`config.mk`:
```
export PLATFORM = sky130hd
export DESIGN_NAME = branch_ctrl
export DESIGN_NICKNAME = d
export VERILOG_FILES = /design/src/rtl/branch_ctrl.sv
export SDC_FILE = /design/constraint.sdc
export NUM_CORES = 1
export LEC_CHECK = 0
export BUFFER_PORTS_ARGS = -buffer_cell sky130_fd_sc_hd__buf_2
export CORE_MARGIN = 2
export CORE_UTILIZATION = 30
export CTS_BUF_LIST = sky130_fd_sc_hd__clkbuf_2 sky130_fd_sc_hd__clkbuf_4 sky130_fd_sc_hd__clkbuf_8
export DETAILED_ROUTE_END_ITERATION = 8
export PLACE_DENSITY = 0.54
export SKIP_LAST_GASP = 1
export SYNTH_ARGS = -nofsm -noshare
export SYNTH_HDL_FRONTEND = slang
export SYNTH_SLANG_ARGS = --single-unit
```
`constraint.sdc`:
```
create_clock -name clk -period 3.2 [get_ports clk]
set_input_delay 0 -clock clk [delete_from_list [all_inputs] [get_ports clk]]
set_output_delay 0 -clock clk [all_outputs]
set_load 0.005 [all_outputs]
```
`src/rtl/branch_ctrl.sv`:
```
// branch_ctrl: multi-cycle conditional-branch resolution controller.
// Accepts one branch from decode, drives the shared branch comparator with
// registered operands, then resolves taken/not-taken one cycle later and
// emits a single-cycle resolution pulse with the next-PC target.
module branch_ctrl #(
  parameter int XLEN  = 32,
  parameter int CNT_W = 16
) (
  input  logic             clk,
  input  logic             rst,
  input  logic             BrReq,
  input  logic [2:0]       Funct3,
  input  logic [XLEN-1:0]  RS1,
  input  logic [XLEN-1:0]  RS2,
  input  logic [XLEN-1:0]  PC,
  input  logic [XLEN-1:0]  Imm,
  input  logic             Flush,
  input  logic             BrLT,
  input  logic             BrEq,
  output logic             BrUn,
  output logic [XLEN-1:0]  DataA,
  output logic [XLEN-1:0]  DataB,
  output logic             BrBusy,
  output logic             BrDone,
  output logic             PCSel,
  output logic [XLEN-1:0]  BrTarget,
  output logic             BrIllegal,
  output logic             BrMisalign,
  output logic [CNT_W-1:0] TakenCount
);

  typedef enum logic [1:0] {
    IDLE = 2'd0,
    CMP  = 2'd1,
    DONE = 2'd2
  } state_t;

  state_t           state_q;
  logic [2:0]       funct3_q;
  logic [XLEN-1:0]  pc_q;
  logic [XLEN-1:0]  imm_q;
  logic [XLEN-1:0]  data_a_q;
  logic [XLEN-1:0]  data_b_q;
  logic             br_un_q;
  logic             done_q;
  logic             pcsel_q;
  logic             illegal_q;
  logic             misalign_q;
  logic [XLEN-1:0]  target_q;
  logic [CNT_W-1:0] cnt_q;

  logic             taken_d;
  logic             illegal_d;
  logic             misalign_d;
  logic             pcsel_d;
  logic [XLEN-1:0]  jump_tgt_d;
  logic [XLEN-1:0]  fall_tgt_d;
  logic [XLEN-1:0]  target_d;
  logic [CNT_W-1:0] cnt_d;

  // Resolve the latched branch from the comparator flags (used only in CMP).
  always_comb begin
    taken_d = 1'b0;
    case (funct3_q)
      3'b000:         taken_d = BrEq;
      3'b001:         taken_d = ~BrEq;
      3'b100, 3'b110: taken_d = BrLT;
      3'b101, 3'b111: taken_d = ~BrLT;
      default:        taken_d = 1'b0;
    endcase
    illegal_d  = (funct3_q[2:1] == 2'b01);
    jump_tgt_d = pc_q + imm_q;
    fall_tgt_d = pc_q + XLEN'(4);
    // A misaligned taken branch falls through; the trap unit acts on BrMisalign.
    misalign_d = taken_d & (jump_tgt_d[1:0] != 2'b00);
    pcsel_d    = taken_d & ~illegal_d & ~misalign_d;
    target_d   = pcsel_d ? jump_tgt_d : fall_tgt_d;
    cnt_d      = (pcsel_d && (cnt_q != {CNT_W{1'b1}})) ? cnt_q + CNT_W'(1) : cnt_q;
  end

  // Control FSM with registered comparator operands and resolution outputs.
  always_ff @(posedge clk) begin
    if (rst) begin
      state_q    <= IDLE;
      funct3_q   <= 3'b000;
      pc_q       <= '0;
      imm_q      <= '0;
      data_a_q   <= '0;
      data_b_q   <= '0;
      br_un_q    <= 1'b0;
      done_q     <= 1'b0;
      pcsel_q    <= 1'b0;
      illegal_q  <= 1'b0;
      misalign_q <= 1'b0;
      target_q   <= '0;
      cnt_q      <= '0;
    end else begin
      done_q     <= 1'b0;
      pcsel_q    <= 1'b0;
      illegal_q  <= 1'b0;
      misalign_q <= 1'b0;
      case (state_q)
        CMP: begin
          if (Flush) begin
            state_q <= IDLE;
          end else begin
            state_q    <= DONE;
            done_q     <= 1'b1;
            pcsel_q    <= pcsel_d;
            illegal_q  <= illegal_d;
            misalign_q <= misalign_d;
            target_q   <= target_d;
            cnt_q      <= cnt_d;
          end
        end
        default: begin
          // IDLE and DONE both accept a new request; Flush drops it.
          if (Flush || !BrReq) begin
            state_q <= IDLE;
          end else begin
            state_q  <= CMP;
            data_a_q <= RS1;
            data_b_q <= RS2;
            br_un_q  <= Funct3[1];
            funct3_q <= Funct3;
            pc_q     <= PC;
            imm_q    <= Imm;
          end
        end
      endcase
    end
  end

  assign BrUn       = br_un_q;
  assign DataA      = data_a_q;
  assign DataB      = data_b_q;
  assign BrBusy     = (state_q == CMP);
  assign BrDone     = done_q;
  assign PCSel      = pcsel_q;
  assign BrTarget   = target_q;
  assign BrIllegal  = illegal_q;
  assign BrMisalign = misalign_q;
  assign TakenCount = cnt_q;

endmodule

```
## Yosys cells after proc, flatten, opt, wreduce, memory -nomap -nowiden

Index checks and enable logic that the tools add are counted.

- Bits in registers: 186
- Bits in latches: 0
- Bits in writable memories: 0
- Memory bits (read-only): 0
- Bits of input ports: 137
- Output and inout bits: 118
- Logic and storage cells: 52
- Memories: 0

- $add $sub $neg: 3
- Multipliers: 0
- Divide/modulo/power cells: 0
- Order comparisons: 0
- Eq/ne operators: 8
- Shifts and indexed selects: 0
- Mux-type cells: 6
- Bitwise operators: 10
- Reduce and logical (&&, ||, !) cells: 12

Operators with widths:

| kind | count |
|---|---|
| $add 32x3->32 const B | 1 |
| $add 32x32->32 | 1 |
| $mux 32 | 1 |
| $add 16x1->16 const B | 1 |
| $ne 16x16->1 const B | 1 |
| $eq 3x3->1 const B | 4 |
| $not 1->1 | 7 |
| $reduce_or 2->1 | 3 |
| $eq 2x1->1 const B | 2 |
| $mux 2 | 2 |
| $pmux 1 s4 | 1 |
| $reduce_and 2->1 | 2 |
| $and 1x1->1 | 3 |
| $eq 3x1->1 const B | 1 |
| $logic_not 3->1 | 1 |
| $reduce_and 3->1 | 1 |
| $reduce_or 3->1 | 1 |
| $mux 1 | 2 |
| $reduce_bool 2->1 | 1 |
| $logic_and 1x1->1 | 1 |
| $logic_not 1->1 | 1 |
| $logic_or 1x1->1 | 1 |

## Longest topological paths before layout

Gate-level depths: netlist of run 1.

- Depth in word-level cells: 8
- Mapped depth: 10

## Least setup slack after synthesis of run 1

Ideal clock, no wire load.

- Kind: reg-to-reg
- Start point: register imm_q[0]
- End point: register cnt_q[5] (netlist: TakenCount[5])
- Setup time: 0.070 ns
- Data arrival time: 2.273 ns
- Required time: 3.130 ns
- Slack: 0.856 ns
- Stages on the path, launching flop included: 10
- Path through: dfxtp_1 > ha_1 > fa_1 > or2_2 > nor3_4 > and2_1 > buf_2 > nand2_1 > or3_1 > a21oi_1

- Word-level cells in the longest chain between the ends: 7

RTL lines:

| element | RTL line | source |
|---|---|---|
| from (decl) | 41 | `logic [XLEN-1:0] imm_q;` |
| from (signal assigned) | 127 | `imm_q <= Imm;` |
| $add 32x32->32 | 72 | `jump_tgt_d = pc_q + imm_q;` |
| $reduce_bool 2->1 | 75 | `misalign_d = taken_d & (jump_tgt_d[1:0] != 2'b00);` |
| $and 1x1->1 | 75 |  |
| $not 1->1 | 76 | `pcsel_d = taken_d & ~illegal_d & ~misalign_d;` |
| $and 1x1->1 | 76 |  |
| $logic_and 1x1->1 | 78 | `cnt_d = (pcsel_d && (cnt_q != {CNT_W{1'b1}})) ? cnt_q + CNT_W'(1) : cnt_q;` |
| $reduce_and 3->1 (no line) | - |  |
| to (signal assigned) | 113 | `cnt_q <= cnt_d;` |
| to (decl) | 50 | `logic [CNT_W-1:0] cnt_q;` |

Every way passes these cells.
A chain may end at the register's enable or synchronous reset.

## Worst setup path after layout of run 1

- Start point: register pc_q[4]
- End point: register target_q[29] (netlist: BrTarget[29])

- Word-level cells in the longest chain between the ends: 2
- Elaborated cells between the ends (all ways): 3

RTL lines:

| element | RTL line | source |
|---|---|---|
| from (decl) | 40 | `logic [XLEN-1:0] pc_q;` |
| from (signal assigned) | 86 | `pc_q <= '0;` |
| from (signal assigned) | 126 | `pc_q <= PC;` |
| $add 32x3->32 or $add 32x32->32 (tied branches) | 73, 72 |  |
| $mux 32 (*) | 77 | `target_d = pcsel_d ? jump_tgt_d : fall_tgt_d;` |
| to (signal assigned) | 112 | `target_q <= target_d;` |
| to (decl) | 49 | `logic [XLEN-1:0] target_q;` |

Mark *: on every way between the ends. The rest lies on a longest branch, timed or not.

==> run summary, run 1 <==
* biggest fanout along the worst timing path: 7
* data arrival time at the worst-slack endpoint: 2.99 ns
* RR Endpoint: BrTarget[29]
* number of stages on the worst hold path: 3
* total overflow reported by the global router: 0
* sequential group share of total power: 51.3%
* count of filler cells inserted in the layout: 2997
* count of state elements after synthesis: 184
* worst path setup slack after routing: 0.543 ns
* tightest slew margin relative to the limit: 26.4%
* H-tree depth: 4
* Site Rows: 62
* total power per unit cell area: 392 nW/µm²
* width of the die: 176 µm
* unrepaired setup endpoints after global routing: false
* boundary pin count: 255
* Final Instance Area: 12200 µm²
* r2r worst-path depth: 9
* HPWL after detailed placement: 20.4 mm
* number of routed nets with antenna violations: 0
* fraction of registers with async set or reset after synthesis: 0%
* synth unique cells: 61
* total leakage power: 5.19 nW
* share of cells above drive strength 1: 21.3%
* Required @ worst endpoint: 3.54 ns
* Root Buffer Master: clkbuf_8
* internal power component: 0.00339 W
* average wire per cell in the routed design: 15.9 µm
* average instance area after synthesis: 7.73 µm²
* cell area after synthesis: 8830 µm²
* DIE AREA: 30800 µm²
* hold-critical path endpoint: state_q[0]
* Worst-Skew Late Latency: 0.48 ns
* proportion of total power due to net switching: 28.8%
* Max Buffers Root-to-Sink: 2
* Hold Violations, Final: 0
* cell taking the most area after synthesis: dfxtp_1
* Post-synth EDFFs: 0
* number of sinks on the clock net: 184
* fin nets: 1661
* area after detailed placement: 10500 µm²
* r2r setup slk: 0.54 ns
* post-CTS setup buffers: 0
* Final Max Tran Viols: 0
* startpoint types: flip-flop
* placeable core region: 28900 µm²
* sequential standard cell area: 3680 µm²
* most common cell after layout, fill and taps aside: nand2_1
* hold slack: 0.0669 ns
* dominant cells by area after synthesis: dfxtp_1 (42%), nand2_1 (14%), a21oi_1 (10%), ha_1 (4.7%), xnor2_1 (3.5%)
* hold wc startpoint: rst
* endpoints failing setup: 0
* Worst Setup Slack post-DPL: 0.609 ns
* starting density of the core: 30.6%
* count of TritonRoute iterations in the first routing pass: 5
* Worst Setup End Kind: flip-flop
* portion of the clock cycle consumed by the worst path in the final layout: 83.0%
* most used cells in the layout excluding fill and tap cells: nand2_1 (322), buf_2 (253), dfxtp_1 (184), a21oi_1 (184), dlygate4sd3_1 (131)
* cts bufs inserted: 17
* Hold Path Class: input port to flip-flop
* via density per instance: 4.83
* largest net degree at the start of global routing: 170
* Layout area overhead: 37.6%
* DR DRC count: 0
* Mapped Cells: 1143
* drt total wl: 29.9 mm
* Max Cap Violations: 0
* number of DRC violations after detailed-routing iteration 0: 478
* clock-pin transition on the worst setup and hold timing paths: 0.11 ns
* height of the chip: 176 µm
* aggregate global-route resource usage: 19.2%
* Max IR drop VDD: 0.214 mV
* number of global-route vias before repair: 8930
* Yosys Warn Count: 0
* clock group share of total power: 33.2%
* Syn Nets: 1314
* worst reg2reg path startpoint: pc_q[4]
* sequential fraction of the synthesis area: 41.7%
* maximum operating frequency: 0.376 GHz
* number of antenna violations at the first check in global routing: 0
* final-layout setup total negative slack: 0 ns
* final setup skew: 0.0226 ns
* total area of multi-input combinational cells: 4860 µm²
* net switching power of the design: 0.00137 W
* pin slew with the least headroom to its limit: 1.10 ns
* clock tree from TritonCTS: yes
* Port Buffer Count: 254
* via count of the routed design: 9113
* critical path type: flip-flop to flip-flop
* primary flip-flop cell chosen by synthesis mapping: dfxtp_1
* final critical path time including I/O delays and setup: 2.66 ns
* Antenna diodes: 0
* final weighted congestion in routability-driven placement: 0.840
* CTS resizes: 0
* fraction of synthesized cell area taken by the top area cell type: 41.7%
* result of the run: finished clean
* share of power burned in combinational logic: 15.5%
* wire length of the first global-routing pass: 47.4 mm
[cell type report]
type | count | share of cell area [%]
Inverter | 11 | 0.340
Sequential cell | 184 | 30.3
Clock buffer | 20 | 2.16
Clock inverter | 12 | 0.947
Multi-Input combinational cell | 881 | 40.0
Tap cell | 384 | 3.95
Timing Repair Buffer | 395 | 22.3
[power groups by stage]
stage / Clock [W] / Combinational, W / Sequential [W]
3_3_place_gp: 0 / 0.000605 / 0.00249
6_report: 0.00158 / 0.000736 / 0.00244
2_1_floorplan: 0 / 0.000357 / 0.00248
5_1_grt: 0.00173 / 0.000817 / 0.00246
3_5_place_dp: 0 / 0.000610 / 0.00250
4_1_cts: 0.00165 / 0.000736 / 0.00244
[kinds of logic after synthesis]
family | Yosys count | share of synthesized area [%]
adders and majority gates | 34 | 4.90
xor gates and xnor gates | 65 | 6.45
and+or+nand+nor | 489 | 23.8
DFF | 184 | 41.7
AOI/OAI and AO/OA | 291 | 19.5
buffers and inverters | 78 | 3.39
muxes | 2 | 0.227
[metal layers]
| layer | part of all wire (%) | routed length, µm | up-vias | global-route usage [%] |
|---|---|---|---|---|
| li1 | - | - | 4605 | - |
| met1 | 45 | 13500 | 4185 | 24.8 |
| met2 | 46 | 13900 | 294 | 32.0 |
| met3 | 6.9 | 2070 | 29 | 4.94 |
| met4 | 1.6 | 481 | 0 | 5.10 |
| met5 | 0 | 0 | - | 0 |
[critical path, stage by stage, from the launching register on]
cell and delay (ns):
dfxtp_1 0.40, ha_1 0.45, nand3_1 0.11, o211ai_1 0.32
a31oi_1 0.27, o31ai_2 0.41, a22o_1 0.27, nor2_1 0.07
a21oi_1 0.14, a31oi_1 0.09
[how the worst max path moves through the flow]
stage | startpoint | endpoint | slack, ns | depth (start not counted)
final | pc_q[4] | BrTarget[29] | 0.54 | 9
after global routing | pc_q[4] | BrTarget[25] | 0.26 | 9
after CTS | pc_q[4] | BrTarget[23] | 0.58 | 9
after detailed placement | pc_q[4] | BrTarget[23] | 0.61 | 9
after global placement | pc_q[4] | BrTarget[23] | 0.66 | 9
after floorplan | imm_q[0] | TakenCount[5] | 0.86 | 9
[cells in the mapped netlist (all sizes together) (10+ instances only)]
cell type and number:
nand2 322, a21oi 185, dfxtp 184, clkbuf 62, nor2 62, xnor2 35
o21ai 34, ha 33, nand3 30, xor2 30, nand4 16, a21o 13
o211ai 11, and3 10, inv 10
[state kept, by name, indices dropped and copies added (netlist names)]
| signal | count |
|---|---|
| imm_q | 32 |
| funct3_q | 3 |
| PCSel | 1 |
| DataB | 32 |
| state_q | 1 |
| BrDone | 1 |
| BrTarget | 32 |
| pc_q | 32 |
| DataA | 32 |
| TakenCount | 16 |
| BrMisalign | 1 |
| BrIllegal | 1 |
[metrics by stage]
stage	utilization, %	total power, W	instances
final	42.1	0.00476	1887
after global routing	42.1	0.00500	1887
after CTS	42.1	0.00483	1887
after detailed placement	36.3	0.00311	1724
after global placement	36.3	0.00310	1724
after floorplan	-	0.00284	1143
[timing repair]
item                                   in CTS  in global routing
hold buffers                              131                  0
endpoints found under the hold margin     131                  0
setup endpoints to repair                   0                  0
Note: power is estimated with default switching activity, not from simulation.
==> run 2: changes to the inputs <==
clock period = 2.5 ns   (was 3.2 ns; I/O delays follow)
==> run 2 against run 1 <==
Count of clock-buffer cells in the layout down 2. Largest cell class unchanged. Sequential share of layout area down 1.1 points. Sequential power up 27%. Register-to-register slack worse by 0.45 ns. Die area unchanged. Routed wire length up 0.78%. Power up 30%.
==> run summary, run 2 (synthesis results as in run 1) <==
* count of filler cells inserted in the layout: 2966, -1.0%
* final-layout setup total negative slack: 0 ns, unchanged
* Final Max Tran Viols: 0, unchanged
* startpoint types: flip-flop
* placeable core region: 28900 µm², unchanged
* cts bufs inserted: 17, unchanged
* DIE AREA: 30800 µm², unchanged
* Root Buffer Master: clkbuf_8
* maximum operating frequency: 0.416 GHz, +11%
* total power per unit cell area: 491 nW/µm², +25%
* endpoints failing setup: 0, unchanged
* number of DRC violations after detailed-routing iteration 0: 424, -11%
* Hold Violations, Final: 0, unchanged
* largest net degree at the start of global routing: 170, unchanged
* share of cells above drive strength 1: 24.4%, +3.1 points
* aggregate global-route resource usage: 19.5%, +0.26 points
* clock-pin transition on the worst setup and hold timing paths: 0.11 ns, about the same
* average wire per cell in the routed design: 15.6 µm, -1.8%
* total design power: 0.00620 W, +30%
* count of TritonRoute iterations in the first routing pass: 5, unchanged
* number of sinks on the clock net: 184, unchanged
* height of the chip: 176 µm, unchanged
* area after detailed placement: 10800 µm², +3.6%
* clock tree from TritonCTS: yes
* pin slew with the least headroom to its limit: 1.16 ns, +0.0603 ns
* via density per instance: 4.77, -1.1%
* Layout area overhead: 42.9%
* Max IR drop VDD: 0.342 mV, +60%
* number of global-route vias before repair: 9008, +0.87%
* start point of the critical path: imm_q[0]
* tightest slew margin relative to the limit: 22.4%, -4.0 points
* HPWL after detailed placement: 20.8 mm, +1.8%
* Max Buffers Root-to-Sink: 2, unchanged
* worst reg2reg path startpoint: imm_q[0]
* number of stages on the worst hold path: 3, unchanged
* fin nets: 1711, +3.0%
* total leakage power: 5.48 nW, +5.5%
* number of routed nets with antenna violations: 0, unchanged
* via count of the routed design: 9248, +1.5%
* final critical path time including I/O delays and setup: 2.40 ns, -0.255 ns
* final weighted congestion in routability-driven placement: 0.835, -0.64%
* Antenna diodes: 0, unchanged
* wire length of the first global-routing pass: 47.9 mm, +1.0%
* width of the die: 176 µm, unchanged
* Site Rows: 62, unchanged
* starting density of the core: 30.6%, unchanged
* Final Instance Area: 12600 µm², +3.9%
* sequential standard cell area: 3680 µm², about the same
* Hold Path Class: input port to flip-flop
* total overflow reported by the global router: 0, unchanged
* total area of multi-input combinational cells: 4920 µm², +1.4%
* Worst Setup End Kind: flip-flop
* data arrival time at the worst-slack endpoint: 2.78 ns, -0.21 ns
* drt total wl: 30.2 mm, +0.78%
* r2r setup slk: 0.1 ns, -0.45 ns
* Port Buffer Count: 254, unchanged
* critical path type: flip-flop to flip-flop
* most used cells in the layout excluding fill and tap cells: nand2_1 (322), buf_2 (253), a21oi_1 (184)
* r2r worst-path depth: 11, +2
* non-filler cells, final: 1937, +2.6%
* number of placed instances with taps included: 1772, +2.8%
* DR DRC count: 0, unchanged
* biggest fanout along the worst timing path: 5, -2
* portion of the clock cycle consumed by the worst path in the final layout: 96.1%, +13 points
* boundary pin count: 255, unchanged
* unrepaired setup endpoints after global routing: true
* hold wc startpoint: rst
* Required @ worst endpoint: 2.88 ns, -0.66 ns
* most common cell after layout, fill and taps aside: nand2_1
* final setup skew: 0.0259 ns, +0.00332 ns
* H-tree depth: 4, unchanged
* Max Cap Violations: 0, unchanged
* number of antenna violations at the first check in global routing: 0, unchanged
* result of the run: finished clean
* Worst-Skew Late Latency: 0.50 ns, +0.02 ns
==> run 2: cell count changes in the layout (fill, tap and decap cells not counted), sizes merged <==
| cell | delta |
|---|---|
| buf | +50 |
| clkinv | +3 |
| clkinvlp | -3 |
| clkbuf | -2 |
| inv | +2 |
==> run 2: power by group <==
group          internal, W  leakage [nW]  switching, W
Sequential         0.00304          1.50     0.0000723
Combinational     0.000491          3.78      0.000523
Clock             0.000844         0.202       0.00123
Total              0.00438          5.48       0.00182
==> run 2: timing repair <==
item,in CTS,in global routing
setup endpoints to repair,1,20
pin swaps,1,6
gates resized for setup,1,13
endpoints found under the hold margin,131,0
buffers inserted,1,1
hold buffers,131,0
==> run 2: worst max-delay path, stage by stage, from the launching register on <==
cell and delay [ns]:
dfxtp_2 0.33, ha_2 0.19, fa_2 0.35, a21o_1 0.20
a31o_4 0.28, nand3_4 0.08, a311oi_4 0.12, buf_6 0.16
a21boi_4 0.21, nor3b_1 0.09, a211oi_1 0.20, o21ai_0 0.09
==> run 2: area by class of cell <==
type / count / share of cell area [%]
multi-input combinational: 881 / 39.0
sequential: 184 / 29.2
timing repair buffer: 445 / 24.6
tap: 384 / 3.81
clock buffer: 18 / 1.96
clock inverter: 14 / 1.09
inverter: 11 / 0.327
==> run 2: worst paths after layout <==
kind / end
worst max-delay path: BrTarget[28]
worst min-delay path: BrTarget[15]
worst max register to register: BrTarget[28]
worst min register to register: DataB[24]
==> run 2: per-layer routing <==
layer | vias to the layer above | part of all wire (%) | GRT usage [%]
li1 | 4694 | - | -
met1 | 4256 | 46 | 25.0
met2 | 272 | 46 | 32.3
met3 | 26 | 6.6 | 5.48
met4 | 0 | 1.5 | 5.03
met5 | - | 0 | 0
==> run 2: through the flow <==
step,hold WS [ns],util (%),setup WS [ns]
after floorplan,0.136,-,0.156
after global placement,0.240,37.5,0.0243
after detailed placement,0.245,37.5,-0.0207
after CTS,0.0338,43.5,0.0279
after global routing,0.0535,43.7,-0.00292
final,0.0346,43.7,0.0981
==> run 3: changes to the inputs <==
BUFFER_PORTS_ARGS = -buffer_cell sky130_fd_sc_hd__buf_4   (was -buffer_cell sky130_fd_sc_hd__buf_2)
==> run 3 against run 2 <==
Fmax fell by 1.4%. Sequential share of layout area fell by 1.5 points. Global-route usage rose by 0.48 points. Clock power barely moved. Final cell count rose by 0.10%. Setup slack got worse by 0.034 ns. Routed wire length rose by 2.0%. Sequential cell count did not move. Utilization rose by 2.4 points. Combinational power rose by 11%. Design area rose by 5.5%. Non-clock buffer count rose by 2. Critical endpoint is now BrTarget[26]. Largest cell class unchanged. Largest power group unchanged.
==> run summary, run 3 (synthesis results as in run 1) <==
* result of the run: finished clean
* Root Buffer Master: clkbuf_8
* Worst Setup End Kind: flip-flop
* clock-pin transition on the worst setup and hold timing paths: 0.11 ns, about the same
* Layout area overhead: 50.7%
* Worst Setup Slack post-DPL: -0.0154 ns, +0.00526 ns
* count of TritonRoute iterations in the first routing pass: 5, unchanged
* data arrival time at the worst-slack endpoint: 2.78 ns, about the same
* cts bufs inserted: 17, unchanged
* total leakage power: 5.59 nW, +2.1%
* worst reg2reg path startpoint: imm_q[0]
* endpoints failing setup: 0, unchanged
* biggest fanout along the worst timing path: 5, unchanged
* number of global-route vias before repair: 9291, +3.1%
* Max IR drop VDD: 0.287 mV, -16%
* RR Endpoint: BrTarget[26]
* Worst-Skew Late Latency: 0.49 ns, about the same
* final weighted congestion in routability-driven placement: 0.824, -1.3%
* portion of the clock cycle consumed by the worst path in the final layout: 97.4%, +1.4 points
* total overflow reported by the global router: 0, unchanged
* width of the die: 176 µm, unchanged
* Worst Path Buf+Inv: 1, unchanged
* H-tree depth: 4, unchanged
* largest net degree at the start of global routing: 170, unchanged
* r2r setup slk: 0.06 ns, -0.03 ns
* final-layout setup total negative slack: 0 ns, unchanged
* Required @ worst endpoint: 2.84 ns, -0.04 ns
* number of sinks on the clock net: 184, unchanged
* Max Cap Violations: 0, unchanged
* non-filler cells, final: 1939, +0.10%
* Hold Violations, Final: 0, unchanged
* maximum operating frequency: 0.411 GHz, -1.4%
* number of routed nets with antenna violations: 0, unchanged
* hold-critical path endpoint: imm_q[15]
* DR DRC count: 0, unchanged
* critical path type: flip-flop to flip-flop
* via density per instance: 4.79, +0.30%
* clock tree from TritonCTS: yes
* wire length of the first global-routing pass: 48.9 mm, +2.1%
* most common cell after layout, fill and taps aside: nand2_1
* Hold Path Class: input port to flip-flop
* number of stages on the worst hold path: 5, +2
* unrepaired setup endpoints after global routing: true
* number of placed instances with taps included: 1771, -0.056%
* final critical path time including I/O delays and setup: 2.44 ns, +0.0339 ns
* hold slack: 0.0534 ns, +0.0188 ns
* fin nets: 1713, +0.12%
* Critical Path Stages: 11, unchanged
* worst path setup slack after routing: 0.0643 ns, -0.0339 ns
* DIE AREA: 30800 µm², unchanged
* number of antenna violations at the first check in global routing: 0, unchanged
* number of DRC violations after detailed-routing iteration 0: 443, +4.5%
* r2r worst-path depth: 11, unchanged
* most used cells in the layout excluding fill and tap cells: nand2_1 (322), buf_4 (309), a21oi_1 (183)
* crit path cell chain: ha_4 > fa_2 > a21o_1 > a31o_4 > nand3_4 > a311oi_4 > buf_6 > a21boi_4 > o21ai_2 > xnor2_1 > a211oi_2
* Max Buffers Root-to-Sink: 2, unchanged
* CP peak stage delay: 0.39 ns, +0.04 ns
* via count of the routed design: 9285, +0.40%
* hold wc startpoint: Flush
* share of cells above drive strength 1: 24.8%, +0.35 points
* height of the chip: 176 µm, unchanged
* boundary pin count: 255, unchanged
* startpoint types: flip-flop
* Site Rows: 62, unchanged
* Port Buffer Count: 254, unchanged
* tightest slew margin relative to the limit: 30.7%, +8.3 points
* Final Max Tran Viols: 0, unchanged
* Slowest cell on crit path: fa_2
* HPWL after detailed placement: 21.4 mm, +3.0%
* pin slew with the least headroom to its limit: 1.04 ns, -0.124 ns
* average wire per cell in the routed design: 15.9 µm, +1.9%
* Antenna diodes: 0, unchanged
* aggregate global-route resource usage: 20.0%, +0.48 points
* final setup skew: 0.0236 ns, -0.00227 ns
* drt total wl: 30.8 mm, +2.0%
* total power per unit cell area: 474 nW/µm², -3.5%
* delay-heaviest family, CP: compound AO/OA/AOI/OAI gates
* starting density of the core: 30.6%, unchanged
* count of filler cells inserted in the layout: 2873, -3.1%
* placeable core region: 28900 µm², unchanged
==> run 3: per-layer routing <==
metal | wire [µm] | GRT usage (%)
met3 | 2190 | 5.74
met4 | 310 | 4.82
met1 | 13800 | 25.6
met5 | 0 | 0
met2 | 14400 | 33.1
==> run 3: cell type report <==
type	count	area (µm²)	area share, %
inverter	11	41.3	0.310
tap	384	480	3.61
sequential	184	3690	27.7
clock buffer	18	248	1.86
clock inverter	14	135	1.02
multi-input combinational	881	4960	37.3
timing repair buffer	447	3750	28.2
==> run 3: worst reg2reg max path, stage by stage, from the launching register on <==
cell and delay, ns:
dfxtp_2 0.35, ha_4 0.16, fa_2 0.39, a21o_1 0.20
a31o_4 0.26, nand3_4 0.07, a311oi_4 0.12, buf_6 0.16
a21boi_4 0.21, o21ai_2 0.08, xnor2_1 0.20, a211oi_2 0.09
==> run 3: worst max-delay path by stage <==
stage                          to     start  slack [ns]
floorplan           TakenCount[5]  imm_q[0]        0.16
global placement     BrTarget[22]  imm_q[0]        0.02
detailed placement   BrTarget[26]  imm_q[0]       -0.02
CTS                  BrTarget[20]  imm_q[0]       0.007
global route         BrTarget[26]  imm_q[0]       -0.03
finish               BrTarget[26]  imm_q[0]        0.06
==> run 3: report_power, final <==
group          total (W)  leakage [nW]  internal [W]  switching, W
Combinational    0.00112          3.91      0.000585      0.000536
Clock            0.00207         0.189      0.000838       0.00123
Sequential       0.00312          1.50       0.00304     0.0000750
Total            0.00630          5.59       0.00446       0.00184
==> run 3: what timing repair did <==
action                                 4_1_cts  5_1_grt
gates resized for setup                      1       23
setup endpoints to repair                    3       25
pin swaps                                    2       12
cloned                                       0        0
setup buffers                                1        4
hold buffers                               131        0
endpoints found under the hold margin      131        0
==> run 3: per-stage QoR <==
| step | power [W] | area, µm² | util (%) |
|---|---|---|---|
| after floorplan | 0.00364 | 8830 | - |
| after global placement | 0.00412 | 11500 | 39.7 |
| after detailed placement | 0.00412 | 11500 | 39.7 |
| after CTS | 0.00638 | 13200 | 45.6 |
| after global routing | 0.00664 | 13300 | 46.1 |
| final | 0.00630 | 13300 | 46.1 |
